### src/rtl/mem_req_scheduler_pkg.sv
// Shared types and constants for the multi-core memory request scheduler.
package mem_req_scheduler_pkg;

  localparam int unsigned NUM_OF_CORES = 4;
  localparam int unsigned CoreIdW = (NUM_OF_CORES > 1) ? $clog2(NUM_OF_CORES) : 1;

  typedef struct packed {
    logic               vld;
    logic [CoreIdW-1:0] core_id;
    logic               we;
    logic [31:0]        addr;
    logic [31:0]        data;
  } request_t;

  // Stamp a request with the queue it entered through, whatever the core sent.
  function automatic request_t tag_req(input request_t req, input logic [CoreIdW-1:0] id);
    request_t r;
    r         = req;
    r.core_id = id;
    return r;
  endfunction

endpackage

### src/rtl/mem_req_scheduler_req_fifo.sv
// Per-core request queue: power-of-2 depth, registered occupancy, head visible combinationally.
module req_fifo
  import mem_req_scheduler_pkg::*;
#(
  parameter int unsigned DEPTH = 4
) (
  input  logic     clk,
  input  logic     reset,
  input  logic     i_push,
  input  request_t i_din,
  input  logic     i_pop,
  output request_t o_dout,
  output logic     o_full,
  output logic     o_empty
);

  localparam int unsigned AddrW = (DEPTH > 1) ? $clog2(DEPTH) : 1;
  localparam int unsigned CntW  = $clog2(DEPTH + 1);

  logic [AddrW-1:0] r_wr_ptr;
  logic [AddrW-1:0] r_rd_ptr;
  logic [CntW-1:0]  r_count;
  request_t         r_mem [DEPTH];
  logic             w_push;
  logic             w_pop;

  assign o_full  = (r_count == CntW'(DEPTH));
  assign o_empty = (r_count == '0);
  assign o_dout  = r_mem[r_rd_ptr];
  assign w_push  = i_push && !o_full;
  assign w_pop   = i_pop && !o_empty;

  always_ff @(posedge clk or negedge reset) begin
    if (!reset) begin
      r_wr_ptr <= '0;
      r_rd_ptr <= '0;
      r_count  <= '0;
    end else begin
      if (w_push) r_wr_ptr <= r_wr_ptr + 1'b1;
      if (w_pop)  r_rd_ptr <= r_rd_ptr + 1'b1;
      case ({w_push, w_pop})
        2'b10:   r_count <= r_count + 1'b1;
        2'b01:   r_count <= r_count - 1'b1;
        default: ;
      endcase
    end
  end

  // Storage needs no reset: occupancy alone decides what is valid.
  always_ff @(posedge clk) begin
    if (w_push) r_mem[r_wr_ptr] <= i_din;
  end

endmodule

### src/rtl/mem_req_scheduler.sv
// Round-robin arbiter over per-core request queues feeding one registered memory port,
// with a bounded count of requests awaiting response.
module mem_req_scheduler
  import mem_req_scheduler_pkg::*;
#(
  parameter int unsigned QUEUE_DEPTH     = 4,
  parameter int unsigned MAX_OUTSTANDING = 8
) (
  input  logic                                 clk,
  input  logic                                 reset,
  input  request_t                             core_req [NUM_OF_CORES],
  output logic [NUM_OF_CORES-1:0]              core_req_rdy,
  output request_t                             mem_req,
  input  logic                                 mem_req_rdy,
  input  logic                                 mem_rsp_vld,
  output logic [$clog2(MAX_OUTSTANDING+1)-1:0] outstanding_cnt,
  output logic                                 err_underflow
);

  localparam int unsigned CntW = $clog2(MAX_OUTSTANDING + 1);

  logic [NUM_OF_CORES-1:0] w_full;
  logic [NUM_OF_CORES-1:0] w_empty;
  logic [NUM_OF_CORES-1:0] w_pop;
  request_t                w_head [NUM_OF_CORES];
  logic [CoreIdW-1:0]      r_rr_ptr;
  logic [CoreIdW-1:0]      w_winner;
  logic [CoreIdW-1:0]      w_idx;
  logic                    w_found;
  logic                    w_free;
  logic                    w_load;
  request_t                r_mem_req;
  logic [CntW-1:0]         r_cnt;
  logic                    r_err;

  for (genvar i = 0; i < NUM_OF_CORES; i++) begin : g_queue
    req_fifo #(
      .DEPTH(QUEUE_DEPTH)
    ) u_fifo (
      .clk    (clk),
      .reset  (reset),
      .i_push (core_req[i].vld),
      .i_din  (tag_req(core_req[i], CoreIdW'(i))),
      .i_pop  (w_pop[i]),
      .o_dout (w_head[i]),
      .o_full (w_full[i]),
      .o_empty(w_empty[i])
    );
    assign w_pop[i] = w_load && (w_winner == CoreIdW'(i));
  end

  // First non-empty queue at or after the round-robin pointer, wrapping.
  always_comb begin
    w_found  = 1'b0;
    w_winner = '0;
    w_idx    = '0;
    for (int k = 0; k < NUM_OF_CORES; k++) begin
      w_idx = CoreIdW'((int'(r_rr_ptr) + k) % int'(NUM_OF_CORES));
      if (!w_found && !w_empty[w_idx]) begin
        w_found  = 1'b1;
        w_winner = w_idx;
      end
    end
  end

  assign w_free = !r_mem_req.vld || mem_req_rdy;
  assign w_load = w_free && w_found && (32'(r_cnt) < MAX_OUTSTANDING);

  assign core_req_rdy    = ~w_full;
  assign mem_req         = r_mem_req;
  assign outstanding_cnt = r_cnt;
  assign err_underflow   = r_err;

  always_ff @(posedge clk or negedge reset) begin
    if (!reset) begin
      r_mem_req <= '0;
      r_rr_ptr  <= '0;
      r_cnt     <= '0;
      r_err     <= 1'b0;
    end else begin
      if (w_load) begin
        r_mem_req <= w_head[w_winner];
        r_rr_ptr  <= CoreIdW'((int'(w_winner) + 1) % int'(NUM_OF_CORES));
      end else if (w_free) begin
        r_mem_req.vld <= 1'b0;
      end
      case ({w_load, mem_rsp_vld})
        2'b10: r_cnt <= r_cnt + 1'b1;
        2'b01: begin
          if (r_cnt == '0) r_err <= 1'b1;
          else             r_cnt <= r_cnt - 1'b1;
        end
        default: ;
      endcase
    end
  end

endmodule

### config.mk
export PLATFORM = sky130hd
export DESIGN_NAME = mem_req_scheduler
export DESIGN_NICKNAME = d
export VERILOG_FILES = /design/src/rtl/mem_req_scheduler_pkg.sv /design/src/rtl/mem_req_scheduler_req_fifo.sv /design/src/rtl/mem_req_scheduler.sv
export SDC_FILE = /design/constraint.sdc
export NUM_CORES = 1
export LEC_CHECK = 0
export CAP_MARGIN = 20
export CORE_ASPECT_RATIO = 1.1
export CORE_MARGIN = 2
export CORE_UTILIZATION = 50
export DETAILED_ROUTE_END_ITERATION = 16
export PLACE_DENSITY = 0.81
export SLEW_MARGIN = 15
export SYNTH_ARGS = -nofsm -noshare
export SYNTH_HDL_FRONTEND = slang
export SYNTH_HIERARCHICAL = 1
export SYNTH_SLANG_ARGS = --single-unit
### constraint.sdc
create_clock -name clk -period 3.9 [get_ports clk]
set_input_delay 0.78 -clock clk [delete_from_list [all_inputs] [get_ports clk]]
set_output_delay 0.78 -clock clk [all_outputs]
set_load 0.01 [all_outputs]
======== Word level (Yosys, flattened, before mapping) ========
Memories as Yosys holds them, arrays and structs flattened.
Cells that the tools add are included.
storage, ports and cells
  register bits after elaboration ......... 103
  RAM bits ................................ 1,056
  input bits .............................. 276
  output and inout port bits .............. 77
  logic and storage cells ................. 153
  memories ................................ 4
cells by class
  $add $sub $neg .......................... 22
  magnitude comparators ................... 6
  eq/ne operators ......................... 18
  mux-type cells .......................... 35
  bitwise operators ....................... 2
  reduce and logical (&&, ||, !) cells .... 46
memory list
  name                     words  bits a word  read ports  clocked after Yosys merged registers in  wr ports  RTL line                          RTL
  g_queue[0].u_fifo.r_mem  4      66           1           0                                        1         mem_req_scheduler_req_fifo.sv:23  request_t r_mem [DEPTH];
  g_queue[1].u_fifo.r_mem  4      66           1           0                                        1         mem_req_scheduler_req_fifo.sv:23
  g_queue[2].u_fifo.r_mem  4      66           1           0                                        1         mem_req_scheduler_req_fifo.sv:23
  g_queue[3].u_fifo.r_mem  4      66           1           0                                        1         mem_req_scheduler_req_fifo.sv:23
operator list
  cell                 count
  $bmux 68 s2          1
  $mux 68              2
  $pmux 3 s2           4
  $add 2x1->2 const B  10
  $mux 1               18
  $logic_and 1x1->1    17
  $eq 2x2->1 const B   7
  $logic_not 1->1      14
  $add 3x1->3 const B  4
  $eq 2x1->1 const B   6
  $eq 3x3->1 const B   4
  $logic_not 3->1      4
  $lt 2x3->1 const B   4
  $reduce_bool 2->1    6
  $sub 3x1->3 const B  4
  $bmux 1 s2           4
  $mux 2               4
  $pmux 4 s2           1
  $add 2x2->2 const B  2
  $add 4x1->4 const B  1
  $logic_not 4->1      1
  $lt 4x4->1 const B   1
  $mux 4               1
  $not 4->4            1
  other kinds (7)      8

======== Depth between registers and ports, before layout ========
Gate-level depths: netlist of run 1.
  depth in word-level cells ............... 18
  mapped depth ............................ 16
  depth with buffers taken out ............ 14

======== Modules after synthesis ========
Netlist of run 1, hierarchy kept.
by module, submodules not included
  module             instances  cells each  area each (sq um)  sequential area each (sq um)
  req_fifo           4          393         10,314.9           8,343.0
  mem_req_scheduler  1          443         4,725.8            1,876.8

======== Worst setup path after synthesis of run 1 ========
No wires, ideal clock.
  path kind ............................... register to register
  start ................................... register g_queue[0].u_fifo.r_count[0]
  end ..................................... register g_queue[2].u_fifo.r_count[2]
  setup time .............................. 0.079 ns
  data arrival time ....................... 3.129 ns
  data required time ...................... 3.821 ns
  setup slack ............................. 0.692 ns
  stages on the path, launching flop included .. 17
  path buffers ............................ 2
  period minus slack after synthesis ...... 3.208 ns
  cell sequence ........................... dfrtp_1 -> nor3_1 -> nor2_1 -> nor2b_1 -> o22ai_2 -> inv_4 -> buf_6 -> buf_6 -> ha_1 -> and2_1 -> o31a_1 -> ha_1 -> inv_1 -> fa_1 -> xor2_1 -> nor2_1 -> xor2_1
between the ends
  word-level cells in the longest chain between the ends .. 18
  elaborated cells on any way between the ends .. 34
  those cells by class .................... eq/ne (3); mux (17); reduce/logical (14)
ends and longest elaborated chain
  item                                             RTL line                          RTL
  start, declared                                  mem_req_scheduler_req_fifo.sv:22  logic [CntW-1:0] r_count;
  start signal, assigned                           mem_req_scheduler_req_fifo.sv:42  2'b10: r_count <= r_count + 1'b1;
  start signal, assigned                           mem_req_scheduler_req_fifo.sv:43  2'b01: r_count <= r_count - 1'b1;
  $logic_not 3->1 (*)                              mem_req_scheduler_req_fifo.sv:28  assign o_empty = (r_count == '0);
  named net w_empty[0]                             mem_req_scheduler.sv:23           logic [NUM_OF_CORES-1:0] w_empty;
  $bmux 1 s2                                       mem_req_scheduler.sv:59           if (!w_found && !w_empty[w_idx]) begin
  $mux 1 (not written as such)                     mem_req_scheduler.sv:59
  $logic_not 1->1                                  mem_req_scheduler.sv:59
  $logic_and 1x1->1                                mem_req_scheduler.sv:59
  $mux 1                                           mem_req_scheduler.sv:59
  $logic_not 1->1                                  mem_req_scheduler.sv:59
  [4 not listed]                                   n/a
  $mux 1                                           mem_req_scheduler.sv:59
  $logic_and 1x1->1 (2 in series)                  mem_req_scheduler.sv:67           assign w_load = w_free && w_found && (32'(r_cnt) < MAX_OUTSTANDING);
  $logic_and 1x1->1 (*)                            mem_req_scheduler.sv:49           assign w_pop[i] = w_load && (w_winner == CoreIdW'(i));
  named net w_pop[2]                               mem_req_scheduler.sv:24           logic [NUM_OF_CORES-1:0] w_pop;
  $logic_and 1x1->1 (*)                            mem_req_scheduler_req_fifo.sv:31  assign w_pop = i_pop && !o_empty;
  named net g_queue[2].u_fifo.w_pop                mem_req_scheduler_req_fifo.sv:25  logic w_pop;
  $eq 2x1->1 or $eq 2x2->1 (tied branches)         mem_req_scheduler_req_fifo.sv:41  case ({w_push, w_pop})
  $pmux 3 s2 or $reduce_bool 2->1 (tied branches)  n/a
  end signal, assigned                             mem_req_scheduler_req_fifo.sv:42
  end signal, assigned                             mem_req_scheduler_req_fifo.sv:43
  end, declared                                    mem_req_scheduler_req_fifo.sv:22
The timed path passes the listed nets; every way through them passes the cells marked *. The select of a mux whose other input is x is not followed.
A chain may end at the register's enable or synchronous reset.

======== Final worst setup path of run 1 ========
  start ................................... register g_queue[3].u_fifo.r_count[0]
  end ..................................... register g_queue[0].u_fifo.r_count[2]
between the ends
  word-level cells in the longest chain between the ends .. 18
  elaborated cells on any way between the ends .. 34
  those cells by class .................... eq/ne (2); mux (17); reduce/logical (15)
ends and longest elaborated chain
  item                                             RTL line
  start, declared                                  mem_req_scheduler_req_fifo.sv:22
  start signal, assigned                           mem_req_scheduler_req_fifo.sv:42
  start signal, assigned                           mem_req_scheduler_req_fifo.sv:43
  $logic_not 3->1 (*)                              mem_req_scheduler_req_fifo.sv:28
  named net w_empty[3]                             mem_req_scheduler.sv:23
  $bmux 1 s2                                       mem_req_scheduler.sv:59
  $mux 1 (not written as such)                     mem_req_scheduler.sv:59
  $logic_not 1->1                                  mem_req_scheduler.sv:59
  $logic_and 1x1->1                                mem_req_scheduler.sv:59
  $mux 1                                           mem_req_scheduler.sv:59
  $logic_not 1->1                                  mem_req_scheduler.sv:59
  [4 not listed]                                   n/a
  $mux 1                                           mem_req_scheduler.sv:59
  $logic_and 1x1->1 (2 in series)                  mem_req_scheduler.sv:67
  $logic_and 1x1->1 (*)                            mem_req_scheduler.sv:49
  named net w_pop[0]                               mem_req_scheduler.sv:24
  $logic_and 1x1->1 (*)                            mem_req_scheduler_req_fifo.sv:31
  named net g_queue[0].u_fifo.w_pop                mem_req_scheduler_req_fifo.sv:25
  $eq 2x1->1 or $eq 2x2->1 (tied branches)         mem_req_scheduler_req_fifo.sv:41
  $pmux 3 s2 or $reduce_bool 2->1 (tied branches)  n/a
Marked as above.

==> results.py, run 1 <==
metrics = {
    "setup_path": {
        "r2r-start": "g_queue[3].u_fifo/r_count[0]",
        "r2r_end": "g_queue[0].u_fifo/r_count[2]",
        "slowest_delay_ps": 460,
        "critPathMaxFanout": 5,
        "cp-end-kind": "register",
        "rrSetupSlack_ps": 370,
        "crit_chain": "nor3_1 > and2_4 > nor4_2 > buf_4 > nor2_1 > ha_1 > and2_1 > o31a_1 > ha_1 > inv_1 > fa_1 > xor2_1 > nor2_1 > xor2_1",
        "arrival_ps": 4140,
        "worst-setup-path-type": "reg -> reg",
        "critPathLaunchType": "register",
        "worstPathRequired_ps": 4510,
        "ff2ff_path_depth": 14,
        "slowest_stage": "nor3_1",
    },
    "timing": {
        "holdWs_ps": 214,
        "drv_slew": 0,
        "setup_viol": 0,
        "fin_skew_ps": 30.8,
        "fin_crit_sh_pct": 90.4,
        "tightestPinTransition_ps": 1080,
        "maxSlewHeadroom_pct": 27.9,
        "max_freq_mhz": 284,
        "setup_slack_ps": 375,
        "rsz0062_at_grt": "no",
        "period_minus_slack_ps": 3530,
        "setup-tns-final_ps": 0,
        "hold_viol_final": 0,
    },
    "synth": {
        "netlist_area_um2": 46000,
        "yosysWarningCount": 6,
        "ys_seq_area_share_pct": 76.7,
        "synthCells": 2015,
        "synth-seq-cells": 1191,
        "synth.distinct_cells": 48,
        "syn_avg_cell_area_um2": 22.8,
    },
    "die": {
        "die_y_um": 322,
        "pin_count": 353,
        "initial_utilization_pct": 50.5,
        "coreArea_um2": 91000,
        "rows": 116,
        "die_area_um2": 94400,
        "die_w_um": 293,
    },
    "placement": {
        "place_hpwl_um": 71200,
        "gp_congestion": 0.801,
        "place_ws_ps": 434,
        "port_buffers": 344,
    },
    "finish": {
        "syn_to_final_growth_pct": 18.6,
        "final_common_cell": "edfxtp_1",
        "nNetsFinal": 2776,
        "fillers": 6117,
        "mostFrequentLayoutCells": "1088 x edfxtp_1, 343 x clkdlybuf4s50_1, 272 x mux4_2",
        "drive_gt1_share_pct": 21.7,
    },
    "clock_tree": {
        "clock_latency_ps": 690,
        "cts_tree": "built",
        "cts.repair.resized": 0,
        "cts_sinks": 1191,
        "root_buffer": "clkbuf_16",
        "numCtsBuffers": 112,
        "htree_levels": 3,
        "cts_setup_buffers": 0,
        "cts.clk_slew.worst_paths_ps": 70,
        "postCtsHoldBufs": 0,
        "cts_buffer_depth": 3,
    },
    "drt": {
        "dr.pass1.iters": 5,
        "drt-total-wl_um": 116000,
        "drc": 0,
        "routed_via_density": 6.08,
        "ant_nets": 0,
        "drt-initial-drc-count": 2489,
        "via_count": 22900,
        "post_drt_wl_per_cell_um": 30.9,
    },
    "worst_hold_path": {
        "hold_path_class": "in -> async",
    },
    "run": {
        "cap_violations": 0,
    },
    "pwr": {
        "ir_worst_vdd_uv": 572,
        "p_per_area_nw_per_um2": 779,
        "leakage_uw": 0.0183,
        "power.total_uw": 42500,
    },
    "global_routing": {
        "grt_pass1_wl_um": 166000,
        "grt_pass1_vias": 24400,
        "globalRouteOverflowTotal": 0,
        "antenna_found_initial": 27,
        "grt_start_max_net_pins": 77,
        "grt_usage_pct": 24.6,
    },
    "outcome": {
        "status": "finished clean",
    },
}
-- sequential cells by signal (all words and copies together), names as in the netlist --
name	flops
err_underflow	1
g_queue.u_fifo/r_count	12
g_queue.u_fifo/r_mem	1088
g_queue.u_fifo/r_rd_ptr	8
g_queue.u_fifo/r_wr_ptr	8
mem_req	68
outstanding_cnt	4
r_rr_ptr	2
-- critical path: cells and delay by family (launching register included) --
kind / cells / cell delay (ps)
simple gates: 6 / 1420
fa+ha+maj: 3 / 810
flops: 1 / 440
xor+xnor: 2 / 310
buf+inv: 2 / 240
compound gates: 1 / 220
-- how the worst max path moves through the flow --
stage                                            start                      endpoint  slack [ps]  cells past startpoint
final                     g_queue[3].u_fifo/r_count[0]  g_queue[0].u_fifo/r_count[2]         370                     14
after global routing      g_queue[3].u_fifo/r_count[0]  g_queue[0].u_fifo/r_count[2]          40                     14
after CTS                 g_queue[3].u_fifo/r_count[0]  g_queue[0].u_fifo/r_count[2]         410                     14
after detailed placement  g_queue[3].u_fifo/r_count[0]  g_queue[0].u_fifo/r_count[2]         430                     14
after global placement                     mem_req_rdy  g_queue[3].u_fifo/r_count[2]         510                     11
after floorplan           g_queue[0].u_fifo/r_count[0]  g_queue[2].u_fifo/r_count[2]         690                     16
-- through the flow --
stage                     utilization, %  cells  cell area, um^2
after floorplan                        -   2045            46100
after global placement              55.9   3536            50900
after detailed placement            55.9   3536            50900
after CTS                           59.8   3747            54500
after global routing                59.9   3759            54500
final                               59.9   3767            54500
-- cells in the mapped netlist (all sizes together) --
cell	n	share of area (%)
xor2	12	0.23
nor2	9	0.073
fa	4	0.17
mux2i	138	3.0
dfrtp	103	5.6
mux4	272	13
or3	1	0.014
nor4	2	0.041
a22o	1	0.019
nor3	4	0.044
o21ai	5	0.063
nor3b	4	0.11
o2111a	1	0.024
buf	87	2.0
clkbuf	13	0.11
edfxtp	1088	71
a21oi	1	0.011
ha	25	0.68
nand3	4	0.044
a311o	1	0.022
a311oi	1	0.057
o31a	4	0.076
nor2b	7	0.12
xnor2	15	0.29
nand2b	1	0.014
o2111ai	1	0.019
nand2	78	0.64
mux2	5	0.12
and2	21	0.29
a21boi	1	0.024
o221ai	67	1.3
o2bb2a	1	0.022
a31o	3	0.057
o22ai	1	0.027
inv	31	0.26
or4	1	0.016
conb	2	0.016
-- cell type report --
class / instances / area (um^2) / area share, %
clock inverter: 47 / 379 / 0.695
timing repair buffer: 412 / 4260 / 7.80
inverter: 31 / 124 / 0.227
multi-input combinational: 723 / 9800 / 18.0
sequential: 1191 / 35300 / 64.7
antenna: 19 / 47.5 / 0.0872
clock buffer: 164 / 3170 / 5.81
tap: 1180 / 1480 / 2.71
-- report_power, final --
part           leakage (uW)  switching [uW]  total [uW]  internal (uW)
sequential           0.0112            1950       19000          17100
clock               0.00172            4660       10500           5810
combinational       0.00534            6910       13000           6070
-- layer usage --
metal	vias up	GRT usage (%)	share of wire, %
li1	9307	-	-
met1	12100	31.2	36
met2	1190	42.2	52
met3	222	5.60	8.7
met4	26	8.47	2.9
met5	-	0	0.15
-- cell families after synthesis --
logic type | share of synthesized area, %
buffers and inverters | 2.41
other | 0.0163
DFF | 76.7
xor gates and xnor gates | 0.514
and+or+nand+nor | 1.41
AOI/OAI and AO/OA | 1.70
adders and majority gates | 0.854
muxes | 16.4
(Power assumes the default switching activity.)
==> run 2, diff against run 1 <==
SYNTH_HIERARCHICAL = default   (was 1)
==> run 2 against run 1 <==
Combinational power is 8% lower. Flip-flop and latch count is 32 lower. Non-clock buffer count is 21 lower. Total power is 4.9% lower. Register-to-register slack better by 510 ps. Die area is 3.9% lower. Fmax is 17% higher. Wire length is 6.7% lower. Critical endpoint is now g_queue[2].u_fifo.r_count[2]. Largest cell class unchanged. Largest power group unchanged.
==> results.py, run 2 <==
metrics = {
    "clock_tree": {
        "cts.repair.resized": 0,
        "cts_tree": "built",
        "cts_sinks": 1159,
        "numCtsBuffers": 108,
        "cts_setup_buffers": 0,
        "root_buffer": "clkbuf_16",
        "cts.clk_slew.worst_paths_ps": 60,
        "postCtsHoldBufs": 0,
        "cts_buffer_depth": 3,
        "htree_levels": 3,
        "clock_latency_ps": 690,
    },
    "setup_path": {
        "critPathMaxFanout": 5,
        "critPathLaunchType": "register",
        "startpoint": "g_queue[1].u_fifo.r_count[2]",
        "crit_buf_inv": 1,
        "ff2ff_path_depth": 10,
        "rrSetupSlack_ps": 880,
        "crit_chain": "or3_1 > or3_4 > and3_1 > nor3_2 > ha_1 > inv_1 > fa_1 > xor2_1 > nor2_1 > xor2_1",
        "cpMostUsedCell": "xor2_1",
        "slowest_delay_ps": 420,
        "worst-setup-path-type": "reg -> reg",
        "r2r_end": "g_queue[2].u_fifo.r_count[2]",
        "r2r-start": "g_queue[1].u_fifo.r_count[2]",
        "arrival_ps": 3610,
        "cp-end-kind": "register",
        "cp_top_family": "simple AND/OR/NAND/NOR gates",
        "crit_end": "g_queue[2].u_fifo.r_count[2]",
        "crit_cells": 10,
        "slowest_stage": "dfrtp_1",
        "worstPathRequired_ps": 4490,
    },
    "die": {
        "coreArea_um2": 87700,
        "initial_utilization_pct": 50.4,
        "rows": 114,
        "die_w_um": 287,
        "die_area_um2": 90800,
        "die_y_um": 316,
        "pin_count": 353,
    },
    "pwr": {
        "ir_worst_vdd_uv": 854,
        "p_per_area_nw_per_um2": 764,
        "leakage_uw": 0.0176,
    },
    "synth": {
        "synth-seq-cells": 1159,
        "synth_fp_nets": 2259,
        "synth_most_common_cell": "edfxtp_1",
        "ys_async_sr_fraction_pct": 8.89,
        "synth-edff-count": 1056,
        "synthCells": 1958,
        "yosysWarningCount": 0,
        "syn_avg_cell_area_um2": 22.6,
        "synth_ff_type": "edfxtp_1",
        "synth_commonest_cells": "1056 x edfxtp_1, 264 x mux4_2, 135 x mux2i_1",
        "netlist_area_um2": 44200,
        "synth.area.top_cells": "edfxtp_1 72%, mux4_2 13%, dfrtp_1 5.8%",
        "synthDominantCellAreaShare_pct": 71.8,
        "synth.distinct_cells": 48,
        "ys_seq_area_share_pct": 77.6,
        "synth_top_area_cell": "edfxtp_1",
    },
    "finish": {
        "nNetsFinal": 2661,
        "mostFrequentLayoutCells": "1056 x edfxtp_1, 343 x clkdlybuf4s50_1, 264 x mux4_2",
        "utilization_pct": 60.3,
        "drive_gt1_share_pct": 20.5,
        "top_register": "g_queue.u_fifo.r_mem",
        "largest_reg_flops": 1056,
        "syn_to_final_growth_pct": 19.6,
        "final_common_cell": "edfxtp_1",
    },
    "drt": {
        "drc": 0,
        "route.met3.wl_um": 9750,
        "top_layer": "met5",
        "routed_via_density": 6.04,
        "post_drt_wl_per_cell_um": 29.9,
        "wl_met2_um": 57500,
        "via_count": 22000,
        "ant_nets": 0,
        "drt-total-wl_um": 109000,
        "dr.pass1.iters": 7,
        "m1WireLength_um": 38100,
        "drt-initial-drc-count": 2163,
    },
    "placement": {
        "gp_congestion": 0.787,
        "port_buffers": 344,
        "place_hpwl_um": 67300,
        "place_ws_ps": 370,
    },
    "run": {
        "cap_violations": 0,
    },
    "timing": {
        "tightestPinTransition_ps": 1080,
        "max_freq_mhz": 331,
        "hold_viol_final": 0,
        "period_minus_slack_ps": 3020,
        "fin_skew_ps": 34.2,
        "setup-tns-final_ps": 0,
        "setup_viol": 0,
        "fin_crit_sh_pct": 77.4,
        "holdWs_ps": 171,
        "setup_slack_ps": 883,
        "rsz0062_at_grt": "no",
        "drv_slew": 0,
        "maxSlewHeadroom_pct": 28.2,
    },
    "global_routing": {
        "grt_usage_pct": 24.1,
        "antenna_found_initial": 37,
        "grt_pass1_vias": 23600,
        "grt_pass1_wl_um": 157000,
        "globalRouteOverflowTotal": 0,
        "grt_start_max_net_pins": 86,
    },
    "worst_hold_path": {
        "hold_path_class": "in -> async",
    },
    "outcome": {
        "status": "finished clean",
    },
}
## run 2: cell types whose count changed after synthesis, moves of 5 or more
cell / delta
and2_1: -15
and3_1: +19
buf_1: +5
buf_12: -22
buf_2: -23
buf_4: -7
buf_6: -6
clkbuf_1: +48
edfxtp_1: -32
mux4_2: -8
nor2b_2: -5
## run 2: where the power goes
group / total, uW / switching, uW / internal [uW]
clock: 10200 / 4510 / 5660
combinational: 12000 / 6380 / 5650
sequential: 18200 / 1640 / 16500
## run 2: area by class of cell
class | count | area (um^2)
Timing Repair Buffer | 391 | 4110
Inverter | 26 | 97.6
Clock inverter | 42 | 369
Sequential cell | 1159 | 34300
Clock buffer | 161 | 3070
Tap cell | 1160 | 1450
Multi-Input combinational cell | 674 | 9380
Antenna cell | 22 | 55.1
Fill cell | 5842 | 34900
## run 2: worst min path at each step
stage,cells after the start,start,endpoint
final,1,reset,mem_req[54]
after global routing,1,reset,mem_req[54]
after CTS,1,reset,mem_req[54]
after detailed placement,1,err_underflow,err_underflow
after global placement,1,err_underflow,err_underflow
after floorplan,0,reset,err_underflow
## run 2: logic make-up after synthesis
family                   synth area share [%]
flip-flops                               77.6
adder cells (fa/ha/maj)                 0.776
XOR/XNOR                                0.555
AND/OR/NAND/NOR                          1.47
buffers and inverters                    1.45
AO/OA/AOI/OAI                            1.63
multiplexers                             16.5
## run 2: layer usage
| metal | global-route usage, % | up-vias |
|---|---|---|
| li1 | - | 9027 |
| met1 | 29.5 | 11500 |
| met2 | 42.2 | 1137 |
| met3 | 5.91 | 226 |
| met4 | 7.66 | 40 |
| met5 | 0 | - |
## run 2: worst register-to-register path, cell delays in order (launching register included)
cell     delay [ps]
dfrtp_1         420
or3_1           410
or3_4           420
and3_1          270
nor3_2          300
ha_1            240
inv_1            70
fa_1            380
xor2_1          160
nor2_1          110
xor2_1          160
## run 2: stage by stage
step,instances,power (uW),area [um^2]
floorplan,1958,25700,44200
global placement,3410,29900,49400
detailed placement,3410,30500,49400
CTS,3613,40700,52800
global route,3627,41900,52800
finish,3635,40400,52900
